==> src/rtl/bus_timeout_handler_if.sv <==
// Bus snoop and injected-response bundle between a bus master and bus_timeout_handler.
// The handler observes the request/response handshake and drives the abort_* response.
interface bus_timeout_handler_if #(
    parameter int BUS_WIDTH  = 32,
    parameter int DATA_WIDTH = 32
);
    logic                  bus_req_i;
    logic                  bus_gnt_i;
    logic [BUS_WIDTH-1:0]  bus_addr_i;
    logic                  bus_we_i;
    logic                  bus_rvalid_i;
    logic                  resp_ready_i;
    logic                  abort_rvalid_o;
    logic                  abort_err_o;
    logic [DATA_WIDTH-1:0] abort_rdata_o;

    modport slave (
        input  bus_req_i,
        input  bus_gnt_i,
        input  bus_addr_i,
        input  bus_we_i,
        input  bus_rvalid_i,
        input  resp_ready_i,
        output abort_rvalid_o,
        output abort_err_o,
        output abort_rdata_o
    );

    modport master (
        output bus_req_i,
        output bus_gnt_i,
        output bus_addr_i,
        output bus_we_i,
        output bus_rvalid_i,
        output resp_ready_i,
        input  abort_rvalid_o,
        input  abort_err_o,
        input  abort_rdata_o
    );
endinterface

==> src/rtl/bus_timeout_handler.sv <==
// Turns a watchdog timeout into an error response, an interconnect flush and a sticky fault record.
// Optional BUS_TIMEOUT_HANDLER_OVERFLOW_EN adds fault_overflow_o and keeps the first unacknowledged fault.
module bus_timeout_handler #(
    parameter int                    BUS_WIDTH    = 32,
    parameter int                    DATA_WIDTH   = 32,
    parameter logic [DATA_WIDTH-1:0] ERR_RDATA    = 32'hDEAD_BEEF,
    parameter int                    FLUSH_CYCLES = 4,
    parameter int                    CNT_WIDTH    = 8
) (
    input  logic                 clk_i,
    input  logic                 rst_i,
    bus_timeout_handler_if.slave bus,
    input  logic                 watchdog_irq_i,
    output logic                 slave_flush_o,
    output logic                 late_rsp_drop_o,
    output logic [BUS_WIDTH-1:0] fault_addr_o,
    output logic                 fault_we_o,
    output logic [CNT_WIDTH-1:0] fault_count_o,
    output logic                 irq_o,
`ifdef BUS_TIMEOUT_HANDLER_OVERFLOW_EN
    output logic                 fault_overflow_o,
`endif
    input  logic                 irq_ack_i
);

    typedef enum logic [2:0] {
        ST_IDLE  = 3'd0,
        ST_TRACK = 3'd1,
        ST_ABORT = 3'd2,
        ST_FLUSH = 3'd3,
        ST_DRAIN = 3'd4
    } state_e;

    localparam logic [CNT_WIDTH-1:0] CNT_MAX  = {CNT_WIDTH{1'b1}};
    localparam logic [7:0]           FLUSH_LAST = 8'(FLUSH_CYCLES - 1);

    state_e                 state_r;
    state_e                 state_nxt_s;
    logic                   irq_q_r;
    logic [BUS_WIDTH-1:0]   pend_addr_r;
    logic                   pend_we_r;
    logic [7:0]             flush_cnt_r;
    logic                   slave_flush_r;
    logic                   late_drop_r;
    logic [BUS_WIDTH-1:0]   fault_addr_r;
    logic                   fault_we_r;
    logic [CNT_WIDTH-1:0]   fault_count_r;
    logic                   irq_r;
    logic                   ovf_r;

    logic                   accept_s;
    logic                   irq_rise_s;
    logic                   capture_s;
    logic                   fault_s;
    logic                   late_s;
    logic                   flush_last_s;
    logic                   keep_first_s;

    assign accept_s     = bus.bus_req_i & bus.bus_gnt_i;
    assign irq_rise_s   = watchdog_irq_i & ~irq_q_r;
    assign capture_s    = accept_s & ((state_r == ST_IDLE) |
                                      ((state_r == ST_TRACK) & bus.bus_rvalid_i));
    assign fault_s      = (state_r == ST_ABORT) & bus.resp_ready_i;
    assign late_s       = bus.bus_rvalid_i & ((state_r == ST_ABORT) |
                                              (state_r == ST_FLUSH) |
                                              (state_r == ST_DRAIN));
    assign flush_last_s = (state_r == ST_FLUSH) & (flush_cnt_r == FLUSH_LAST);

`ifdef BUS_TIMEOUT_HANDLER_OVERFLOW_EN
    // A fault arriving while software has not yet acknowledged the previous one keeps the first record.
    assign keep_first_s     = irq_r;
    assign fault_overflow_o = ovf_r;
`else
    assign keep_first_s     = 1'b0;
`endif

    // Next-state decode; a response in the same cycle as the irq edge completes normally.
    always_comb begin
        state_nxt_s = state_r;
        case (state_r)
            ST_IDLE: begin
                if (accept_s) state_nxt_s = ST_TRACK;
                else          state_nxt_s = ST_IDLE;
            end
            ST_TRACK: begin
                if (bus.bus_rvalid_i) begin
                    if (accept_s) state_nxt_s = ST_TRACK;
                    else          state_nxt_s = ST_IDLE;
                end else if (irq_rise_s) begin
                    state_nxt_s = ST_ABORT;
                end else begin
                    state_nxt_s = ST_TRACK;
                end
            end
            ST_ABORT: begin
                if (bus.resp_ready_i) state_nxt_s = ST_FLUSH;
                else                  state_nxt_s = ST_ABORT;
            end
            ST_FLUSH: begin
                if (flush_last_s) state_nxt_s = ST_DRAIN;
                else              state_nxt_s = ST_FLUSH;
            end
            ST_DRAIN: begin
                if (!watchdog_irq_i) state_nxt_s = ST_IDLE;
                else                 state_nxt_s = ST_DRAIN;
            end
            default: state_nxt_s = ST_IDLE;
        endcase
    end

    // Injected response decodes straight from the state so it holds until the master takes it.
    always_comb begin
        bus.abort_rvalid_o = 1'b0;
        bus.abort_err_o    = 1'b0;
        bus.abort_rdata_o  = '0;
        if (state_r == ST_ABORT) begin
            bus.abort_rvalid_o = 1'b1;
            bus.abort_err_o    = 1'b1;
            bus.abort_rdata_o  = ERR_RDATA;
        end else begin
            bus.abort_rvalid_o = 1'b0;
            bus.abort_err_o    = 1'b0;
            bus.abort_rdata_o  = '0;
        end
    end

    // State, watchdog edge history, flush timer and the per-cycle flush/drop outputs.
    always_ff @(posedge clk_i) begin
        if (rst_i) begin
            state_r       <= ST_IDLE;
            irq_q_r       <= 1'b0;
            flush_cnt_r   <= 8'd0;
            slave_flush_r <= 1'b0;
            late_drop_r   <= 1'b0;
        end else begin
            state_r       <= state_nxt_s;
            irq_q_r       <= watchdog_irq_i;
            flush_cnt_r   <= (state_r == ST_FLUSH) ? flush_cnt_r + 8'd1 : 8'd0;
            slave_flush_r <= (state_nxt_s == ST_FLUSH);
            late_drop_r   <= late_s;
        end
    end

    // Pending transaction captured on every tracked accept.
    always_ff @(posedge clk_i) begin
        if (rst_i) begin
            pend_addr_r <= '0;
            pend_we_r   <= 1'b0;
        end else if (capture_s) begin
            pend_addr_r <= bus.bus_addr_i;
            pend_we_r   <= bus.bus_we_i;
        end
    end

    // Fault record and saturating counter, updated on the abort handshake.
    always_ff @(posedge clk_i) begin
        if (rst_i) begin
            fault_addr_r  <= '0;
            fault_we_r    <= 1'b0;
            fault_count_r <= '0;
        end else if (fault_s) begin
            if (!keep_first_s) begin
                fault_addr_r <= pend_addr_r;
                fault_we_r   <= pend_we_r;
            end
            if (fault_count_r != CNT_MAX) begin
                fault_count_r <= fault_count_r + CNT_WIDTH'(1);
            end
        end
    end

    // Sticky interrupt and overflow flags; a new fault wins over a coincident acknowledge.
    always_ff @(posedge clk_i) begin
        if (rst_i) begin
            irq_r <= 1'b0;
            ovf_r <= 1'b0;
        end else begin
            if (fault_s)        irq_r <= 1'b1;
            else if (irq_ack_i) irq_r <= 1'b0;
            if (fault_s && irq_r) ovf_r <= 1'b1;
            else if (irq_ack_i)   ovf_r <= 1'b0;
        end
    end

    assign slave_flush_o   = slave_flush_r;
    assign late_rsp_drop_o = late_drop_r;
    assign fault_addr_o    = fault_addr_r;
    assign fault_we_o      = fault_we_r;
    assign fault_count_o   = fault_count_r;
    assign irq_o           = irq_r;

`ifndef BUS_TIMEOUT_HANDLER_OVERFLOW_EN
    logic unused_ovf_s;
    assign unused_ovf_s = ovf_r;
`endif

endmodule

==> src/flat_wrapper.sv <==
// flat-port wrapper written by rule: the top's interface ports become plain ports
module bus_timeout_handler_flat 
#(
    parameter int                    BUS_WIDTH    = 32,
    parameter int                    DATA_WIDTH   = 32,
    parameter logic [DATA_WIDTH-1:0] ERR_RDATA    = 32'hDEAD_BEEF,
    parameter int                    FLUSH_CYCLES = 4,
    parameter int                    CNT_WIDTH    = 8
)
  (clk_i, rst_i, watchdog_irq_i, slave_flush_o, late_rsp_drop_o, fault_addr_o, fault_we_o, fault_count_o, irq_o, irq_ack_i, bus_bus_req_i, bus_bus_gnt_i, bus_bus_addr_i, bus_bus_we_i, bus_bus_rvalid_i, bus_resp_ready_i, bus_abort_rvalid_o, bus_abort_err_o, bus_abort_rdata_o);
  bus_timeout_handler_if #(.BUS_WIDTH(BUS_WIDTH), .DATA_WIDTH(DATA_WIDTH)) bus_i ();
  input  logic clk_i;
  input  logic rst_i;
  input  logic watchdog_irq_i;
  output logic slave_flush_o;
  output logic late_rsp_drop_o;
  output logic [BUS_WIDTH-1:0] fault_addr_o;
  output logic fault_we_o;
  output logic [CNT_WIDTH-1:0] fault_count_o;
  output logic irq_o;
  input  logic irq_ack_i;
  input wire logic [$bits(bus_i.bus_req_i)-1:0] bus_bus_req_i;
  input wire logic [$bits(bus_i.bus_gnt_i)-1:0] bus_bus_gnt_i;
  input wire logic [$bits(bus_i.bus_addr_i)-1:0] bus_bus_addr_i;
  input wire logic [$bits(bus_i.bus_we_i)-1:0] bus_bus_we_i;
  input wire logic [$bits(bus_i.bus_rvalid_i)-1:0] bus_bus_rvalid_i;
  input wire logic [$bits(bus_i.resp_ready_i)-1:0] bus_resp_ready_i;
  output wire logic [$bits(bus_i.abort_rvalid_o)-1:0] bus_abort_rvalid_o;
  output wire logic [$bits(bus_i.abort_err_o)-1:0] bus_abort_err_o;
  output wire logic [$bits(bus_i.abort_rdata_o)-1:0] bus_abort_rdata_o;
  assign bus_i.bus_req_i = bus_bus_req_i;
  assign bus_i.bus_gnt_i = bus_bus_gnt_i;
  assign bus_i.bus_addr_i = bus_bus_addr_i;
  assign bus_i.bus_we_i = bus_bus_we_i;
  assign bus_i.bus_rvalid_i = bus_bus_rvalid_i;
  assign bus_i.resp_ready_i = bus_resp_ready_i;
  assign bus_abort_rvalid_o = bus_i.abort_rvalid_o;
  assign bus_abort_err_o = bus_i.abort_err_o;
  assign bus_abort_rdata_o = bus_i.abort_rdata_o;
  bus_timeout_handler #(.BUS_WIDTH(BUS_WIDTH), .DATA_WIDTH(DATA_WIDTH), .ERR_RDATA(ERR_RDATA), .FLUSH_CYCLES(FLUSH_CYCLES), .CNT_WIDTH(CNT_WIDTH)) u_core (.clk_i(clk_i), .rst_i(rst_i), .bus(bus_i), .watchdog_irq_i(watchdog_irq_i), .slave_flush_o(slave_flush_o), .late_rsp_drop_o(late_rsp_drop_o), .fault_addr_o(fault_addr_o), .fault_we_o(fault_we_o), .fault_count_o(fault_count_o), .irq_o(irq_o), .irq_ack_i(irq_ack_i));
endmodule
==> config.mk <==
export PLATFORM = sky130hd
export DESIGN_NAME = bus_timeout_handler_flat
export DESIGN_NICKNAME = d
export VERILOG_FILES = /design/src/rtl/bus_timeout_handler_if.sv /design/src/rtl/bus_timeout_handler.sv /design/src/flat_wrapper.sv
export SDC_FILE = /design/constraint.sdc
export NUM_CORES = 1
export LEC_CHECK = 0
export ABC_CLOCK_PERIOD_IN_PS = 6400
export BUFFER_PORTS_ARGS = -buffer_cell sky130_fd_sc_hd__buf_2
export CORE_UTILIZATION = 53
export DETAILED_ROUTE_END_ITERATION = 12
export PLACE_DENSITY = 0.84
export SYNTH_ARGS = -nofsm -noshare
export SYNTH_HDL_FRONTEND = slang
export SYNTH_SLANG_ARGS = --single-unit
==> constraint.sdc <==
create_clock -name clk_i -period 6.4 [get_ports clk_i]
set_input_delay 0.32 -clock clk_i [delete_from_list [all_inputs] [get_ports clk_i]]
set_output_delay 0.32 -clock clk_i [all_outputs]
set_load 0.01 [all_outputs]
# Word level (Yosys, flattened, before mapping)
# Index checks and enable logic that the tools add are counted.
[op_classes] n_bitwise=12 addsub=2 n_eq_ne=7 n_mux=11 reduce_logical=4
[op_table] op="$mux 32" count=1
[op_table] op="$add 8x1->8 const B" count=2
[op_table] op="$pmux 3 s5" count=1
[op_table] op="$eq 3x2->1 const B" count=3
[op_table] op="$mux 3" count=3
[op_table] op="$eq 8x2->1 const B" count=1
[op_table] op="$ne 8x8->1 const B" count=1
[op_table] op="$and 1x1->1" count=7
[op_table] op="$mux 1" count=5
[op_table] op="$eq 3x1->1 const B" count=1
[op_table] op="$eq 3x3->1 const B" count=1
[op_table] op="$logic_not 3->1" count=1
[op_table] op="$or 1x1->1" count=3
[op_table] op="$mux 2" count=1
[op_table] op="$not 1->1" count=2
[op_table] op="$reduce_and 2->1" count=1
[op_table] op="$reduce_bool 2->1" count=1
[op_table] op="$reduce_or 2->1" count=1
[totals] inputBits=41 word_cells=47 out_inout_bits=78 reg_bits=89

# Logic depth before layout (Yosys ltp)
[logic_depth] word_depth=6 depth_mapped=6 depth_no_buf=5

# Least setup slack after synthesis
# OpenSTA, ideal clock, no wires.
[synth_timing] path_kind="register to output" from="register u_core.state_r[1]" to="output port bus_abort_rdata_o[0]" arrival_time_ps=2426 t_required_ps=6080 path_buffers=1 path_slack_ps=3654 stages_incl_launch_ff=3 cell_sequence="dfxtp_1 -> nor3b_1 -> buf_4"
[synth_between] elab_chain_cells=2
[synth_lines] item="from (decl)" line="bus_timeout_handler.sv:37" source="state_e state_r;"
[synth_lines] item="from (signal assigned)" line="bus_timeout_handler.sv:136" source="state_r <= state_nxt_s;"
[synth_lines] item="$eq 3x2->1" line="bus_timeout_handler.sv:116" source="if (state_r == ST_ABORT) begin"
[synth_lines] item="$mux 32" line="bus_timeout_handler.sv:116"
[synth_lines] item="to (decl)" line="flat_wrapper.sv:30" source="output wire logic [$bits(bus_i.abort_rdata_o)-1:0] bus_abort_rdata_o;"
# No other way between the ends.

# Worst setup path in the final report
[layout_timing] from="register u_core.state_r[1]" to="output port bus_abort_rdata_o[12]"
# The elaborated chain is that of the path after synthesis.

==> flow_summary.json <==
{
  "status": "completed",
  "dr.pass1.iters": 6,
  "via_per_inst": 5.10,
  "cts_tree": "done",
  "tightest_slew_ns": 1.18,
  "fill_cells": 564,
  "grt-ovfl-total": 0,
  "final_area_um2": 4020,
  "fin_crit_sh_pct": 35.3,
  "synth-xor-area-share_pct": 2.27,
  "p_switching_mw": 0.244,
  "grt_pass1_wl_um": 11800,
  "seq_power_share_pct": 58.4,
  "pwr-share-comb_pct": 5.9,
  "synthMuxAreaShare_pct": 0.288,
  "layout_common_cells": "135 x nand2_1, 110 x buf_2, 89 x dfxtp_1",
  "core_um2": 6350,
  "rsz0062_at_grt": "no",
  "arrival_ns": 1.94,
  "synth_top_cell_by_area": "dfxtp_1",
  "crit_fanout": 27,
  "p_int_mw": 0.733,
  "syn_area_um2": 3480,
  "hpwl_um": 4700,
  "fin_setup_tns_ns": 0,
  "synth_seq_cells": 89,
  "clockPowerShare_pct": 35.6,
  "post_cts_buffers": 0,
  "die_h_um": 83.0,
  "io_pins": 119,
  "routedWlPerCell_um": 12.2,
  "nets": 545,
  "postRouteAntennaNets": 0,
  "slew_violations": 0,
  "gp_congestion": 0.751,
  "drc": 0,
  "cts_max_path_buffers": 2,
  "diodes": 0,
  "synth-compound-area-share_pct": 12.1,
  "ir_drop_uv": 155,
  "h-tree-depth": 3,
  "cts_hold_buffers": 0,
  "ctsResizeCount": 0,
  "routed_wl_um": 7140,
  "grt_pass1_vias": 2656,
  "required_ns": 6.08,
  "rr_worst_depth": 4,
  "switching_share_pct": 25.0,
  "p_leak_nw": 1.72,
  "syn-instance-count": 428,
  "end_kind": "primary output",
  "synthAdderAreaFrac_pct": 0.719,
  "yosysSeqAreaShare_pct": 51.2,
  "row_count": 29,
  "grt_max_degree": 79,
  "syn2layout_area_growth_pct": 15.5,
  "holdPathStages": 3,
  "final_common_cell": "nand2_1",
  "crit_type": "reg2out",
  "drive_above_1_share_pct": 26.2,
  "cts.sinks": 89,
  "die_area_um2": 6890,
  "numCtsBuffers": 9,
  "placed_cell_area_um2": 3840,
  "synth_warnings": 0,
  "initial_utilization_pct": 54.8,
  "synthSimpleGateAreaFrac_pct": 23.2,
  "port_buffers": 110,
  "drt-initial-drc-count": 165,
  "cap_viol_max_count": 0,
  "antenna_found_initial": 0,
  "startpoint_type": "flip-flop",
  "cellPowerDensity_nw_per_um2": 243,
  "synth_top_area_share_pct": 51.2,
  "synthTopCellsByArea": "dfxtp_1 51%, nand2_1 15%, a21oi_1 11%",
  "dieWidth_um": 83.0,
  "via_count": 2981,
  "yosysUniqueCellTypes": 34,
  "max_freq_mhz": 443,
  "cts-root-buf": "clkbuf_8",
  "syn_avg_cell_area_um2": 8.13,
  "clk_latency_ns": 0.36,
  "grt_usage_pct": 21.1,
  "min_period_ns": 2.26,
  "skew_ns": 0.0115,
  "report.final.hold_viol_count": 0,
  "setup_viol": 0,
  "synth_top_family_by_area": "simple AND/OR/NAND/NOR gates",
  "relSlewSlack_pct": 21.6,
  "clkTransAtPathRegs_ns": 0.10,
  "hp-class": "in2reg"
}
## path summary, 6_finish.rpt
kind                            slack, ns                  start                endpoint
worst max register to register       4.25      u_core.state_r[2]    u_core.slave_flush_o
worst min register to register       0.45  u_core.pend_addr_r[6]  u_core.fault_addr_o[6]
worst min-delay path                 0.19     bus_bus_addr_i[13]  u_core.pend_addr_r[13]
worst max-delay path                 4.14      u_core.state_r[1]   bus_abort_rdata_o[12]
## final cells by class
cell class / instances / area, µm² / area share [%]
sequential: 89 / 1780 / 44.3
multi-input combinational: 287 / 1380 / 34.2
timing repair buffer: 114 / 581 / 14.5
clock buffer: 10 / 128 / 3.18
tap: 77 / 96.3 / 2.40
clock inverter: 6 / 52.6 / 1.31
inverter: 1 / 3.75 / 0.0934
## worst max-delay path, stage by stage (launching register included)
cell,delay (ns)
dfxtp_1,0.43
nor3b_2,0.88
buf_2,0.28
## through the flow
stage                     worst slack (ns)  utilization, %  hold WS, ns  cells  power (mW)
final                                 4.14            63.3        0.192    584       0.978
after global routing                  3.92            63.3        0.190    584        1.02
after CTS                             4.07            63.3        0.183    584       0.985
after detailed placement              4.28            60.4        0.443    568       0.642
after global placement                4.44            60.4        0.437    568       0.640
after floorplan                       3.65               -        0.432    435       0.626
## Yosys cell counts, drive strengths merged
library cell,n
or4,2
xnor2,1
conb,1
xor2,8
nand2b,3
and4bb,1
nand4bb,1
o21ai,4
nor2b,3
clkbuf,21
nor3b,3
inv,1
nand3,7
nor3,1
nand4,3
o211ai,1
a21oi,73
nor2,15
nand2,135
and4,1
dfxtp,89
nand3b,2
buf,37
or3b,1
or2,1
mux2i,1
ha,2
nor4,3
o31ai,2
a311oi,1
and3,2
or3,2
## registers in the layout, indices dropped and copies added, names as in the netlist
signal / flops
u_core.fault_addr_o: 32
u_core.pend_addr_r: 32
u_core.fault_count_o: 8
u_core.flush_cnt_r: 8
u_core.state_r: 3
u_core.fault_we_o: 1
u_core.irq_o: 1
u_core.irq_q_r: 1
u_core.late_rsp_drop_o: 1
u_core.pend_we_r: 1
u_core.slave_flush_o: 1
## power groups by stage
stage / Clock [mW] / Sequential, mW / Combinational (mW)
CTS: 0.356 / 0.571 / 0.0583
floorplan: 0 / 0.583 / 0.0437
finish: 0.348 / 0.571 / 0.0578
detailed placement: 0 / 0.584 / 0.0582
global route: 0.381 / 0.573 / 0.0646
global placement: 0 / 0.583 / 0.0569
## cells by family (layout without fill, tap and decap cells)
kind of cell	after synthesis	count (layout)
AO/OA/AOI/OAI	81	81
AND/OR/NAND/NOR	186	186
XOR/XNOR	9	9
other	1	8
adder cells (fa/ha/maj)	2	2
buffers and inverters	59	131
multiplexers	1	1
flip-flops	89	89
## layer usage
layer	global-route usage (%)	vias to the layer above	wire [µm]
met5	0	-	0
met4	10.0	0	95
met2	36.1	108	3520
li1	-	1508	-
met3	3.88	9	416
met1	25.6	1356	3100
No activity file was read; power rests on OpenSTA's default activity.
